File: config.mk
export PLATFORM = sky130hd
export DESIGN_NAME = rr_bus_arbiter_8_flat
export DESIGN_NICKNAME = d
export VERILOG_FILES = /design/src/rtl/rr_bus_arbiter_8_pkg.sv /design/src/rtl/rr_bus_arbiter_8_if.sv /design/src/rtl/rr_bus_arbiter_8_mux.sv /design/src/rtl/rr_bus_arbiter_8.sv /design/src/flat_wrapper.sv
export SDC_FILE = /design/constraint.sdc
export NUM_CORES = 1
export LEC_CHECK = 0
export ABC_AREA = 0
export ABC_CLOCK_PERIOD_IN_PS = 3700
export BUFFER_PORTS_ARGS = -buffer_cell sky130_fd_sc_hd__clkbuf_2
export CAP_MARGIN = 0
export CORE_AREA = 2 2 120 122
export DETAILED_ROUTE_END_ITERATION = 8
export DIE_AREA = 0 0 122 124
export PLACE_DENSITY = 0.63
export REMOVE_ABC_BUFFERS = 1
export SKIP_LAST_GASP = 1
export SYNTH_ARGS = -nofsm -noshare
export SYNTH_HDL_FRONTEND = slang
export SYNTH_HIERARCHICAL = 1
export SYNTH_SLANG_ARGS = --single-unit
File: constraint.sdc
create_clock -name clock -period 3.7 [get_ports clock]
set_input_delay 0.185 -clock clock [delete_from_list [all_inputs] [get_ports clock]]
set_output_delay 0.185 -clock clock [all_outputs]
set_load 0.005 [all_outputs]
File: src/rtl/rr_bus_arbiter_8_pkg.sv
// Shared types, sizes and the rotating priority scan for the round-robin bus arbiter.
package rr_arb_pkg;

    localparam int NUM_REQ = 8;
    localparam int IDX_W   = 3;
    localparam int DATA_W  = 32;

    typedef enum logic {
        ARB  = 1'b0,
        XFER = 1'b1
    } arb_state_e;

    typedef struct packed {
        logic             found;
        logic [IDX_W-1:0] idx;
    } pick_t;

    // Scanning from the far end down means the last hit written is the one closest to ptr.
    function automatic pick_t rr_pick(input logic [NUM_REQ-1:0] req,
                                      input logic [IDX_W-1:0]   ptr);
        pick_t            p;
        logic [IDX_W-1:0] cand;
        p = '0;
        for (int k = NUM_REQ - 1; k >= 0; k--) begin
            cand = ptr + IDX_W'(k);
            if (req[cand]) begin
                p.found = 1'b1;
                p.idx   = cand;
            end
        end
        return p;
    endfunction

endpackage

File: src/rtl/rr_bus_arbiter_8_if.sv
// Requester/consumer bundle of the round-robin arbiter; the lock input exists only
// when RR_ARB_LOCK_EN is defined.
interface rr_bus_arbiter_8_if;
    import rr_arb_pkg::*;

    logic [NUM_REQ-1:0] req;
    logic [DATA_W-1:0]  in0, in1, in2, in3, in4, in5, in6, in7;
    logic [NUM_REQ-1:0] grant;
    logic               out_valid;
    logic [DATA_W-1:0]  out_data;
    logic [IDX_W-1:0]   out_src;
    logic               out_ready;
`ifdef RR_ARB_LOCK_EN
    logic               lock;
`endif

    modport master (
`ifdef RR_ARB_LOCK_EN
        output lock,
`endif
        output req, in0, in1, in2, in3, in4, in5, in6, in7, out_ready,
        input  grant, out_valid, out_data, out_src
    );

    modport slave (
`ifdef RR_ARB_LOCK_EN
        input  lock,
`endif
        input  req, in0, in1, in2, in3, in4, in5, in6, in7, out_ready,
        output grant, out_valid, out_data, out_src
    );

endinterface

File: src/rtl/rr_bus_arbiter_8_mux.sv
// mux_8: eight-way 32-bit word selector that feeds the shared datapath.
module mux_8
    import rr_arb_pkg::*;
(
    input  logic [DATA_W-1:0] in0,
    input  logic [DATA_W-1:0] in1,
    input  logic [DATA_W-1:0] in2,
    input  logic [DATA_W-1:0] in3,
    input  logic [DATA_W-1:0] in4,
    input  logic [DATA_W-1:0] in5,
    input  logic [DATA_W-1:0] in6,
    input  logic [DATA_W-1:0] in7,
    input  logic [IDX_W-1:0]  select,
    output logic [DATA_W-1:0] out
);

    always_comb begin
        out = in0;
        case (select)
            3'd1:    out = in1;
            3'd2:    out = in2;
            3'd3:    out = in3;
            3'd4:    out = in4;
            3'd5:    out = in5;
            3'd6:    out = in6;
            3'd7:    out = in7;
            default: out = in0;
        endcase
    end

endmodule

File: src/rtl/rr_bus_arbiter_8.sv
// Round-robin arbiter handing the mux_8 datapath to one of eight requesters in bounded
// bursts. Define RR_ARB_LOCK_EN to let the owner extend its burst past MAX_BURST.
module rr_bus_arbiter_8
    import rr_arb_pkg::*;
#(
    parameter int MAX_BURST = 4
) (
    input  logic              clock,
    input  logic              reset_n,
    rr_bus_arbiter_8_if.slave bus
);

    localparam logic [3:0] BURST_LAST = 4'(MAX_BURST - 1);

    arb_state_e         state_q, state_d;
    logic [IDX_W-1:0]   owner_q, owner_d;
    logic [IDX_W-1:0]   ptr_q, ptr_d;
    logic [3:0]         beat_cnt_q, beat_cnt_d;
    logic [NUM_REQ-1:0] grant_raw;
    logic               valid_raw;
    logic               valid_gated;
    logic               owner_req;
    logic               beat_fire;
    logic               lock_hit;
    logic [DATA_W-1:0]  mux_out;
    pick_t              pick;

`ifdef RR_ARB_LOCK_EN
    assign lock_hit = bus.lock;
`else
    assign lock_hit = 1'b0;
`endif

    mux_8 u_mux (
        .in0    (bus.in0),
        .in1    (bus.in1),
        .in2    (bus.in2),
        .in3    (bus.in3),
        .in4    (bus.in4),
        .in5    (bus.in5),
        .in6    (bus.in6),
        .in7    (bus.in7),
        .select (owner_q),
        .out    (mux_out)
    );

    assign pick      = rr_pick(bus.req, ptr_q);
    assign owner_req = bus.req[owner_q];
    assign beat_fire = (state_q == XFER) && owner_req && bus.out_ready;

    always_ff @(posedge clock) begin
        if (!reset_n) begin
            state_q    <= ARB;
            owner_q    <= '0;
            ptr_q      <= '0;
            beat_cnt_q <= '0;
        end else begin
            state_q    <= state_d;
            owner_q    <= owner_d;
            ptr_q      <= ptr_d;
            beat_cnt_q <= beat_cnt_d;
        end
    end

    // Moving ptr past the owner on every exit is what forces the owner to the back of the queue.
    always_comb begin
        state_d    = state_q;
        owner_d    = owner_q;
        ptr_d      = ptr_q;
        beat_cnt_d = beat_cnt_q;
        grant_raw  = '0;
        valid_raw  = 1'b0;
        case (state_q)
            ARB: begin
                if (pick.found) begin
                    owner_d    = pick.idx;
                    beat_cnt_d = '0;
                    state_d    = XFER;
                end
            end
            XFER: begin
                valid_raw          = owner_req;
                grant_raw[owner_q] = beat_fire;
                if (!owner_req) begin
                    ptr_d   = owner_q + 1'b1;
                    state_d = ARB;
                end else if (beat_fire) begin
                    if (beat_cnt_q == BURST_LAST && lock_hit) begin
                        beat_cnt_d = '0;
                    end else if (beat_cnt_q == BURST_LAST) begin
                        beat_cnt_d = beat_cnt_q + 4'd1;
                        ptr_d      = owner_q + 1'b1;
                        state_d    = ARB;
                    end else begin
                        beat_cnt_d = beat_cnt_q + 4'd1;
                    end
                end
            end
            default: state_d = ARB;
        endcase
    end

    // Handshake outputs are masked during reset so an abandoned burst never completes a beat.
    assign valid_gated   = reset_n & valid_raw;
    assign bus.grant     = reset_n ? grant_raw : '0;
    assign bus.out_valid = valid_gated;
    assign bus.out_data  = valid_gated ? mux_out : '0;
    assign bus.out_src   = owner_q;

endmodule

File: src/flat_wrapper.sv
// flat-port wrapper written by rule: the top's interface ports become plain ports
module rr_bus_arbiter_8_flat import rr_arb_pkg::*;
#(
    parameter int MAX_BURST = 4
)
  (clock, reset_n, bus_req, bus_in0, bus_in1, bus_in2, bus_in3, bus_in4, bus_in5, bus_in6, bus_in7, bus_out_ready, bus_grant, bus_out_valid, bus_out_data, bus_out_src);
  rr_bus_arbiter_8_if bus_i ();
  input  logic clock;
  input  logic reset_n;
  input wire logic [$bits(bus_i.req)-1:0] bus_req;
  input wire logic [$bits(bus_i.in0)-1:0] bus_in0;
  input wire logic [$bits(bus_i.in1)-1:0] bus_in1;
  input wire logic [$bits(bus_i.in2)-1:0] bus_in2;
  input wire logic [$bits(bus_i.in3)-1:0] bus_in3;
  input wire logic [$bits(bus_i.in4)-1:0] bus_in4;
  input wire logic [$bits(bus_i.in5)-1:0] bus_in5;
  input wire logic [$bits(bus_i.in6)-1:0] bus_in6;
  input wire logic [$bits(bus_i.in7)-1:0] bus_in7;
  input wire logic [$bits(bus_i.out_ready)-1:0] bus_out_ready;
  output wire logic [$bits(bus_i.grant)-1:0] bus_grant;
  output wire logic [$bits(bus_i.out_valid)-1:0] bus_out_valid;
  output wire logic [$bits(bus_i.out_data)-1:0] bus_out_data;
  output wire logic [$bits(bus_i.out_src)-1:0] bus_out_src;
  assign bus_i.req = bus_req;
  assign bus_i.in0 = bus_in0;
  assign bus_i.in1 = bus_in1;
  assign bus_i.in2 = bus_in2;
  assign bus_i.in3 = bus_in3;
  assign bus_i.in4 = bus_in4;
  assign bus_i.in5 = bus_in5;
  assign bus_i.in6 = bus_in6;
  assign bus_i.in7 = bus_in7;
  assign bus_i.out_ready = bus_out_ready;
  assign bus_grant = bus_i.grant;
  assign bus_out_valid = bus_i.out_valid;
  assign bus_out_data = bus_i.out_data;
  assign bus_out_src = bus_i.out_src;
  rr_bus_arbiter_8 #(.MAX_BURST(MAX_BURST)) u_core (.clock(clock), .reset_n(reset_n), .bus(bus_i));
endmodule
### Word-level counts from Yosys, hierarchy flattened

Cells that the tools add are included.
Widths: inputs -> output; s select.

* flip-flop bits (word level): 11
* bits of input ports: 267
* output and inout bits: 44
* word-level logic and storage cells: 90

* add/sub/neg operators: 9
* order comparisons: 10
* equal/unequal tests: 13
* muxes and demuxes: 45
* bitwise gates (word level): 3
* reduce and logical (&&, ||, !) cells: 6

Operators with widths (count)
* $pmux 32 s7: 1
* $mux 4: 11
* $lt 3x4->1 const B: 9
* $mux 32: 1
* $bmux 1 s3: 9
* $mux 8: 2
* $mux 1: 15
* $add 3x3->3 const B: 4
* $eq 3x3->1 const B: 4
* $mux 3: 3
* $and 8x8->8: 1
* $ne 2x2->1 const B: 4
* $pmux 4 s2: 1
* $add 3x1->3 const B: 2
* $add 3x2->3 const B: 2
* $eq 3x2->1 const B: 2
* $reduce_and 3->1: 2
* $add 4x1->4 const B: 1
* $eq 4x2->1 const B: 1
* $demux 1 s3: 1
* $eq 3x1->1 const B: 1
* $ge 3x1->1 const B: 1
* $logic_and 1x1->1: 3
* $ne 2x1->1 const B: 1
* other kinds (4): 4

### Logic depth before layout (Yosys ltp)

* depth after elaboration: 13
* depth in mapped cells: 12
* gate-level depth less buffers: 8

### By module

The synthesis kept the hierarchy.

Modules (own cells, without submodules)
* mux_8: instances 1, cells an instance 306, area an instance 2244.7 µm², seq. area each 0.0 µm²
* rr_bus_arbiter_8: instances 1, cells an instance 237, area an instance 1965.6 µm², seq. area each 220.2 µm²

### Worst setup path after synthesis

OpenSTA, ideal clock, no wires.

* path type: reg2reg
* start: reg u_core.ptr_q[0]
* end: reg u_core.owner_q[0], in the netlist u_core/bus.out_src[0]
* library setup time: 122 ps
* arrival time: 2710 ps
* data required time: 3578 ps
* slack: 868 ps
* cell stages (with the launch flop): 13
* buffers on the path: 4
* period minus slack after synthesis: 2832 ps
* path through: dfxtp_1 buf_6 buf_2 inv_1 ha_1 clkbuf_1 buf_2 mux2_2 mux2i_1 a211oi_1 a221oi_2 mux2i_1 o22ai_2

* word-level cells in the longest chain between the ends: 12
* elaborated cells on any way between the ends: 32
* classes of those cells: add/sub: 7; mux: 24; reduce/logical: 1

Ends and longest elaborated chain
* start: declaration: RTL line rr_bus_arbiter_8.sv:17 `logic [IDX_W-1:0] ptr_q, ptr_d;`
* start signal: assignment: RTL line rr_bus_arbiter_8.sv:60 `ptr_q <= ptr_d;`
* $add 3x3->3: RTL line rr_bus_arbiter_8_pkg.sv:25 `cand = ptr + IDX_W'(k);`
* $bmux 1 s3: RTL line rr_bus_arbiter_8_pkg.sv:26 `if (req[cand]) begin`
* $mux 1 (not written as such): RTL line rr_bus_arbiter_8_pkg.sv:26
* $mux 4 (7 in a row): RTL line rr_bus_arbiter_8_pkg.sv:26
* $mux 4 *: RTL line rr_bus_arbiter_8_pkg.sv:26
* $reduce_and 2->1 (no line)
* end signal: assignment: RTL line rr_bus_arbiter_8.sv:59 `owner_q <= owner_d;`
* end: declaration: RTL line rr_bus_arbiter_8.sv:16 `logic [IDX_W-1:0] owner_q, owner_d;`

Every way passes the cells marked *; elsewhere a longest branch is shown, timed or not. The select of a mux whose other input is x is not followed.
A chain may end at the register's enable or synchronous reset.

### Worst setup path in the final report

* start: reg u_core.owner_q[1], in the netlist u_core/bus.out_src[1]
* end: out bus_out_data[0]

* elaborated cells on any way between the ends: 13
* classes of those cells: eq/ne: 7; mux: 5; bitwise: 1

RTL lines
* $eq 3x3->1 (tied with other cells): RTL line rr_bus_arbiter_8_mux.sv:19 `case (select)`
* $pmux 32 s7 *: RTL line rr_bus_arbiter_8_mux.sv:19
* net u_core.mux_out[0]: RTL line rr_bus_arbiter_8.sv:25 `logic [DATA_W-1:0] mux_out;`
* $mux 32 *: RTL line rr_bus_arbiter_8.sv:107 `assign bus.out_data = valid_gated ? mux_out : '0;`
* end: declaration: RTL line flat_wrapper.sv:22 `output wire logic [$bits(bus_i.out_data)-1:0] bus_out_data;`

Mark *: on every way through the listed nets, which the timed path passes. The rest lies on a longest branch. The select of a mux whose other input is x is not followed.

==> metrics.cfg <==
[synth]
yosysWarnings=6
synth-edff-count=0
synth_mux_area_frac=0.2419
synth_top_family_by_area=compound AO/OA/AOI/OAI gates
yosys.area_share.simple=0.2336
synth_xor_area_frac=0.01426
ys_types=65
synth_fa_ha_area_frac=0.01189
synthFlopType=dfxtp_1
ys_seq_elements=11
synth_area_per_cell_um2=7.754
synth-seq-area-share=0.05230
ys_async_sr_fraction=0
synth_area_mm2=0.004210
syn_inst=543
synth_compound_area_frac=0.3548

[floorplanning]
ios=311
die_h_um=124
die-width_um=122
rows=43
start_util=0.3069
core_mm2=0.01372
dieArea_mm2=0.01513

[worst_setup_path]
cp_slowest_cell=and3b_1
critPathKind=flop to output pin
cp_top_family=simple AND/OR/NAND/NOR gates
critical_path.max_fanout=28
end_kind=output pin
critPathLaunchType=flop
worstPathCellList=and3b_1, a22oi_1, a31oi_1, and2_1, clkbuf_2
required_ns=3.51
arrival_ns=2.81
path_buf_inv=1
max_stage_delay_ns=1.15

[timing]
period_share=0.8097
rsz0062_at_grt=false
period_needed_ns=2.996
finalSetupTns_ns=0
worst_slew_pin_slew_ns=1.336
final.setup_skew_ns=0.002244
max_slew_margin=0.1090
fmax_ghz=0.3338
setup_viol=0
slew_violations=0
setup_ws_ns=0.7042
hold_viol_final=0

[grt]
grt_pass1_wl_um=28230
met2_usage=0.3907
grt_start_max_net_pins=52
top_usage_layer=met2
gr-total-overflow=0
met3_usage=0.03709
use_met1=0.3373
grt_use_total=0.2393
antenna_found_initial=3
grt_pass1_vias=5083

[route]
dr_total_vias=5442
drcViolationCount=0
dr.pass1.iters=5
routed_via_density=5.497
final_antenna_net_count=0
drtIter0Drc=434
wirelength_um=19420
wl_per_cell_um=19.61

[cts]
cts_hold_buf=0
tritoncts=yes
clock_latency_ns=0.24
post_cts_buffers=0
numCtsBuffers=3
clkTransAtPathRegs_ns=0.04
h-tree-depth=1
cts.sinks=11
cts_buffer_depth=2
root_buffer=clkbuf_16
post_cts_resize_count=0

[finish]
drive_gt1_frac=0.5241
multi_input_area_mm2=0.003613
layout_commonest_cell=clkbuf_2
final_util=0.4275
register_area_um2=226.5
area_growth_pct=39.29
fin_nets=1081
final_cell_mix=clkbuf_2, a22oi_1, nor2_1
fillCellCount=1504

[run]
max_cap_violations=0

[placement]
io_buffers=310
pre_cts_slack_ns=0.9200
gp_congestion=0.9385
hpwl_um=15660

[power]
vdd_drop_max_mv=0.2105
p_per_area_mw_per_mm2=579.1
p_leak_nw=2.709

[hold_path]
hp-class=input port to flop

[outcome]
outcome=complete, no violations

[per-stage QoR]
stage          hold WS, ns  power (W)  instances  instance area, um2
2_1_floorplan       0.3184   0.002216        480                3867
3_3_place_gp        0.4717   0.003164        985                5783
3_5_place_dp        0.4764   0.003162        985                5783
4_1_cts             0.2888   0.003370        989                5862
5_1_grt             0.3038   0.003663        990                5864
6_report            0.3056   0.003396        990                5864
[Yosys cell counts (3+ instances only)]
library cell  instances  area (um2)
a22oi_1              56       420.4
nor2_1               43       161.4
buf_2                38       190.2
mux2_2               34       382.9
nand2b_1             34       212.7
and2_1               32       200.2
a31oi_1              29       181.4
nand2_1              28       105.1
o211ai_1             26       195.2
a21bo_2              25       250.2
mux2i_1              23       230.2
clkbuf_1             16       60.06
a21oi_1              13       65.06
mux4_2               13       292.8
o21ai_0              12       60.06
dfxtp_1              11       220.2
inv_1                11       41.29
nand3_1               6       30.03
nor3_1                6       30.03
o2bb2ai_1             5       43.79
buf_6                 4       45.04
ha_1                  4       50.05
nand3b_1              4       30.03
xor2_1                4       35.03
a211oi_1              3       22.52
a221oi_1              3       26.28
buf_4                 3       22.52
nand4b_1              3       26.28
nor3b_1               3       22.52
nor4_1                3       18.77
o32a_1                3       30.03
[worst paths after layout]
| kind | slack, ns | cells after the start | to | from |
|---|---|---|---|---|
| setup / recovery | 0.70 | 5 | bus_out_data[0] | u_core/bus.out_src[1] |
| setup reg to reg | 0.84 | 8 | u_core/bus.out_src[0] | u_core/ptr_q[0] |
| hold / removal | 0.31 | 2 | u_core/state_q | reset_n |
| hold reg to reg | 0.48 | 2 | u_core/beat_cnt_q[1] | u_core/beat_cnt_q[1] |
[registers in the layout, indices dropped and copies added (netlist names)]
name	flops
u_core/beat_cnt_q	4
u_core/bus.out_src	3
u_core/state_q	1
u_core/ptr_q	3
[routing by layer]
metal / routed length, um / share of wire
met1: 8274 / 0.43
met5: 0 / 0
met3: 1636 / 0.084
met4: 246 / 0.013
met2: 9261 / 0.48
[power by group]
part / leakage [nW] / internal (W) / switching, W
clock: 0.0382 / 0.000145 / 0.0000559
sequential: 0.0914 / 0.000154 / 0.0000682
combinational: 2.58 / 0.00128 / 0.00169
[cell families (layout without fill, tap and decap cells)]
kind of cell / after synthesis / after routing
AO/OA/AOI/OAI: 194 / 194
XOR/XNOR: 6 / 6
adder cells (fa/ha/maj): 4 / 4
buffers and inverters: 74 / 340
flip-flops: 11 / 11
multiplexers: 75 / 75
other: 0 / 1
AND/OR/NAND/NOR: 179 / 179
[worst reg2reg max path, delay by kind of cell, from the launching register on]
kind,cells,cell delay (ns)
mux,2,0.65
compound gates,3,0.53
flops,1,0.33
buf+inv,1,0.29
fa+ha+maj,1,0.43
xor+xnor,1,0.50
[final cells by class]
| cell class | count | area share |
|---|---|---|
| diodes | 1 | 0.0004267 |
| clock buffers | 4 | 0.01344 |
| inverters | 11 | 0.007041 |
| multi-input cells | 458 | 0.6162 |
| flip-flops and latches | 11 | 0.03862 |
| well taps | 180 | 0.03840 |
| repair buffers | 325 | 0.2859 |
No activity file was read; power rests on OpenSTA's default activity.
